## src/rtl/pipe_hazard_ctrl.sv

```systemverilog
// Pipeline hazard controller for a 5-stage in-order pipeline.
// Resolves load-use stalls, taken-branch flushes and data-memory wait
// states. A memory access that stays unacknowledged too long parks the
// block in a sticky ERROR state until reset. Stall and flush statistics
// are kept in saturating counters.
module pipe_hazard_ctrl #(
  parameter int unsigned MEM_TIMEOUT = 8,
  parameter int unsigned CNT_W       = 16
) (
  input  logic             CLK,
  input  logic             RESET,
  input  logic [4:0]       id_rs,
  input  logic [4:0]       id_rt,
  input  logic             id_uses_rt,
  input  logic [4:0]       ex_rt,
  input  logic             ex_memtoreg,
  input  logic             ex_regwr,
  input  logic             redirect,
  input  logic             mem_access,
  input  logic             mem_ack,
  output logic             pc_en,
  output logic             ifid_en,
  output logic             ifid_flush,
  output logic             idex_en,
  output logic             idex_flush,
  output logic             exmem_en,
  output logic             memwb_bubble,
  output logic             mem_req,
  output logic [1:0]       state,
  output logic             err,
  output logic [CNT_W-1:0] stall_cnt,
  output logic [CNT_W-1:0] flush_cnt
);

  typedef enum logic [1:0] {
    RUN      = 2'd0,
    MEM_WAIT = 2'd1,
    ERROR    = 2'd2
  } state_e;

  localparam logic [7:0] TIMEOUT_LAST = 8'(MEM_TIMEOUT - 1);

  state_e           state_q, state_d;
  logic [7:0]       wait_cnt_q, wait_cnt_d;
  logic [CNT_W-1:0] stall_cnt_q, stall_cnt_d;
  logic [CNT_W-1:0] flush_cnt_q, flush_cnt_d;

  logic lu;
  logic hold;
  logic flush_apply;

  // Load-use hazard: the load in EX targets a register the ID instruction reads.
  always_comb begin
    lu = ex_memtoreg & ex_regwr & (ex_rt != 5'd0) &
         ((ex_rt == id_rs) | (id_uses_rt & (ex_rt == id_rt)));
  end

  // Memory hold: an access is pending and not completing this cycle.
  always_comb begin
    hold = mem_access & ~mem_ack & (state_q != ERROR);
  end

  // State register and wait counter.
  always_ff @(posedge CLK or posedge RESET) begin
    if (RESET) begin
      state_q    <= RUN;
      wait_cnt_q <= '0;
    end else begin
      state_q    <= state_d;
      wait_cnt_q <= wait_cnt_d;
    end
  end

  // Next-state: an ack always wins over a coincident timeout.
  always_comb begin
    state_d    = state_q;
    wait_cnt_d = wait_cnt_q;
    unique case (state_q)
      RUN: begin
        if (mem_access & ~mem_ack) begin
          state_d    = MEM_WAIT;
          wait_cnt_d = '0;
        end
      end
      MEM_WAIT: begin
        if (mem_ack | ~mem_access) begin
          state_d = RUN;
        end else if (wait_cnt_q == TIMEOUT_LAST) begin
          state_d = ERROR;
        end else begin
          wait_cnt_d = wait_cnt_q + 8'd1;
        end
      end
      ERROR: begin
        state_d = ERROR;
      end
      default: begin
        state_d = RUN;
      end
    endcase
  end

  // Pipeline control outputs, priority ERROR > hold > redirect > lu > normal.
  // A held redirect/lu is not flushed during the hold so it is re-evaluated
  // once the stages can advance again.
  always_comb begin
    pc_en        = 1'b1;
    ifid_en      = 1'b1;
    ifid_flush   = 1'b0;
    idex_en      = 1'b1;
    idex_flush   = 1'b0;
    exmem_en     = 1'b1;
    memwb_bubble = 1'b0;
    mem_req      = mem_access;
    err          = 1'b0;
    flush_apply  = 1'b0;
    if (RESET) begin
      pc_en        = 1'b0;
      ifid_en      = 1'b0;
      ifid_flush   = 1'b1;
      idex_en      = 1'b0;
      idex_flush   = 1'b1;
      exmem_en     = 1'b0;
      memwb_bubble = 1'b1;
      mem_req      = 1'b0;
    end else if (state_q == ERROR) begin
      pc_en        = 1'b0;
      ifid_en      = 1'b0;
      idex_en      = 1'b0;
      exmem_en     = 1'b0;
      memwb_bubble = 1'b1;
      mem_req      = 1'b0;
      err          = 1'b1;
    end else if (hold) begin
      pc_en        = 1'b0;
      ifid_en      = 1'b0;
      idex_en      = 1'b0;
      exmem_en     = 1'b0;
      memwb_bubble = 1'b1;
    end else if (redirect) begin
      ifid_flush   = 1'b1;
      idex_flush   = 1'b1;
      flush_apply  = 1'b1;
    end else if (lu) begin
      pc_en        = 1'b0;
      ifid_en      = 1'b0;
      idex_flush   = 1'b1;
    end
  end

  // Saturating statistics counters, next value.
  always_comb begin
    stall_cnt_d = stall_cnt_q;
    flush_cnt_d = flush_cnt_q;
    if (~pc_en && (stall_cnt_q != '1)) begin
      stall_cnt_d = stall_cnt_q + CNT_W'(1);
    end
    if (flush_apply && (flush_cnt_q != '1)) begin
      flush_cnt_d = flush_cnt_q + CNT_W'(1);
    end
  end

  // Statistics counter registers.
  always_ff @(posedge CLK or posedge RESET) begin
    if (RESET) begin
      stall_cnt_q <= '0;
      flush_cnt_q <= '0;
    end else begin
      stall_cnt_q <= stall_cnt_d;
      flush_cnt_q <= flush_cnt_d;
    end
  end

  assign state     = state_q;
  assign stall_cnt = stall_cnt_q;
  assign flush_cnt = flush_cnt_q;

endmodule

```

## config.mk

```make
export PLATFORM = sky130hd
export DESIGN_NAME = pipe_hazard_ctrl
export DESIGN_NICKNAME = d
export VERILOG_FILES = /design/src/rtl/pipe_hazard_ctrl.sv
export SDC_FILE = /design/constraint.sdc
export NUM_CORES = 1
export LEC_CHECK = 0
export CAP_MARGIN = 10
export CORE_MARGIN = 2
export CORE_UTILIZATION = 50
export CTS_CLUSTER_SIZE = 20
export DETAILED_ROUTE_END_ITERATION = 6
export PLACE_DENSITY_LB_ADDON = 0.2
export SLEW_MARGIN = 20
export SYNTH_ARGS = -nofsm -noshare
export SYNTH_HDL_FRONTEND = slang
export SYNTH_SLANG_ARGS = --single-unit
```

## constraint.sdc

```tcl
create_clock -name CLK -period 5 [get_ports CLK]
set_input_delay 0.5 -clock CLK [delete_from_list [all_inputs] [get_ports CLK]]
set_output_delay 0.5 -clock CLK [all_outputs]
set_load 0.1 [all_outputs]
```

==> out/results.txt <==
Syn-to-layout area delta = 35.6%
CTS Hold Bufs = 0
Clock transition at the registers of the reported paths = 0.07 ns
Place WS = 1.35 ns
Fraction of layout cells with a size suffix above 1 = 7.02%
IO Port Bufs = 65
Post-CTS Setup Bufs = 0
Post-DP Area = 2910 um^2
Grt total ovfl = 0
Cells along the critical path = clkdlybuf4s50_1 > inv_1 > nand2_1 > a21o_2 > inv_1 > clkdlybuf4s50_1
Final hold violation count = 0
First-pass iteration count of the detailed router = 5
Non-filler cells, final = 337
H-tree levels = 2
Chip Height = 70.5 um
Final worst setup slack = 1.40 ns
Most common cell after layout, fill and taps aside = clkdlybuf4s50_1
Final Setup Violations = 0
Post-synth EDFFs = 0
First-pass GRT wire length = 8110 um
Final Cycle Share = 72.0%
Fin nets = 310
Synth Register Bits = 42
CP required = 4.50 ns
Max Buffers Root-to-Sink = 2
Most frequent cells in the layout = clkdlybuf4s50_1 (65), dfrtp_1 (42), xnor2_1 (37)
Antenna diodes = 0
Multi-input gate area = 1110 um^2
Post-placement cell count = 329
Final wirelength = 4780 um
Number of fill cells = 334
Initial Util = 51.5%
GRT Resource Usage Total = 21.2%
Kind of critical path = in -> out
Pwr Density = 205 nW/um^2
Clock root buffer = clkbuf_8
Via density per instance = 5.27
Top FF cell, synth = dfrtp_1
Total CTS buffers = 5
CTS tree = done
Startpoint Class = input pin
Core Area = 4290 um^2
Syn nets = 241
Yosys synthesis warning count = 0
Pwr Total = 0.614 mW
Finished Core Util = 69.8%
Vias in the first global route = 1740
Mapped cell area = 2210 um^2
Die area = 4970 um^2
Hold WS = 0.500 ns
Slowest cell on crit path = clkdlybuf4s50_1
Relative slew slack = 33.0%
Final Instance Area = 3000 um^2
RSZ-0062 raised after global routing = no
Synthesized instance count = 215
Worst VDD drop = 0.205 mV
Least-Margin Pin Slew = 1.00 ns
Register area = 1050 um^2
Hold Path Class = reg -> reg
Final HPWL DP = 3600 um
Largest delay share family, worst path = buffers and inverters
Routed len/inst = 14.2 um
Die X = 70.5 um
Status = finished clean
I/O pin count = 66
Final Max Tran Viols = 0
Post-CTS sizing = 0
Initial antenna violation count = 0
Syn_area_per_cell = 10.3 um^2
Vias = 1777
Critical path data arrival time = 3.10 ns
Register area share after synthesis = 47.5%
Clock Skew = 0.00548 ns
Ys async rst share = 100%
Crit path time final = 3.60 ns
1st-iter DRT viols = 117
Max Fclk = 0.278 GHz
Routed Antenna Nets = 0
Crit. End Element = output port
Clock latency on the worst-skew pair = 0.30 ns
RePlAce Congestion = 0.880
Largest net degree at the start of global routing = 31
Slowest stage delay, CP = 1.13 ns
CP bufs+invs = 4
DRC errors left = 0
Pleak = 1.28 nW
Clock sinks = 42
Crit path max fanout = 16
Max cap viols = 0
Cell Rows = 24
Setup TNS = 0 ns
Unique masters post-synth = 38
## synth_stat cells (2+ instances only)
| library cell | instances | area (um^2) |
|---|---|---|
| dfrtp_1 | 42 | 1050 |
| xnor2_1 | 37 | 324 |
| nand2_1 | 22 | 82.6 |
| nand3_1 | 21 | 105 |
| nor2_1 | 16 | 60.1 |
| nand4_1 | 8 | 50.1 |
| xor2_1 | 8 | 70.1 |
| and3_1 | 7 | 43.8 |
| inv_1 | 6 | 22.5 |
| and2_1 | 5 | 31.3 |
| nor3_1 | 5 | 25.0 |
| and4_1 | 3 | 26.3 |
| buf_4 | 3 | 22.5 |
| ha_1 | 3 | 37.5 |
| nand4b_1 | 3 | 26.3 |
| o21ai_0 | 3 | 15.0 |
| mux2_2 | 2 | 22.5 |
## final timing paths
| kind | start | end | slack, ns | cells after the start |
|---|---|---|---|---|
| worst max-delay path | RESET | pc_en | 1.40 | 6 |
| worst min-delay path | stall_cnt[10] | stall_cnt[10] | 0.50 | 1 |
| worst max register to register | stall_cnt[0] | stall_cnt[1] | 2.74 | 6 |
| min in group asynchronous | RESET | flush_cnt[1] | 0.60 | 2 |
| max in group asynchronous | RESET | wait_cnt_q[1] | 3.63 | 3 |
| worst min register to register | stall_cnt[10] | stall_cnt[10] | 0.50 | 1 |
## registers in the layout, summed over array words and instances, names as in the netlist
| signal | count |
|---|---|
| stall_cnt | 16 |
| flush_cnt | 16 |
| state | 2 |
| wait_cnt_q | 8 |
## logic make-up after synthesis
| kind of cell | Yosys count | share of synthesized area [%] |
|---|---|---|
| AND/OR/NAND/NOR | 101 | 25.0 |
| XOR/XNOR | 45 | 17.8 |
| flip-flops | 42 | 47.5 |
| AO/OA/AOI/OAI | 11 | 4.47 |
| buffers and inverters | 11 | 2.43 |
| adder cells (fa/ha/maj) | 3 | 1.70 |
| multiplexers | 2 | 1.02 |
## final cells by class
| class | count | area share (%) |
|---|---|---|
| Multi-Input combinational cell | 162 | 36.9 |
| Clock buffer | 7 | 2.88 |
| Clock inverter | 1 | 0.167 |
| Tap cell | 52 | 2.17 |
| Inverter | 7 | 0.876 |
| Sequential cell | 42 | 35.1 |
| Timing Repair Buffer | 66 | 22.0 |
## power by group
| group | switching, mW | internal, mW | total (mW) |
|---|---|---|---|
| Clock | 0.110 | 0.111 | 0.221 |
| Combinational | 0.0270 | 0.0253 | 0.0523 |
| Sequential | 0.000396 | 0.340 | 0.340 |
| Total | 0.137 | 0.476 | 0.614 |
## per-layer routing
layer | up-vias | share of wire (%) | track usage [%] | routed length, um
li1 | 875 | - | - | -
met1 | 833 | 43 | 25.7 | 2050
met2 | 53 | 49 | 34.1 | 2340
met3 | 16 | 5.0 | 6.64 | 238
met4 | 0 | 3.3 | 10.3 | 158
met5 | - | 0 | 0 | 0
Power figures use the tool's default switching activity.
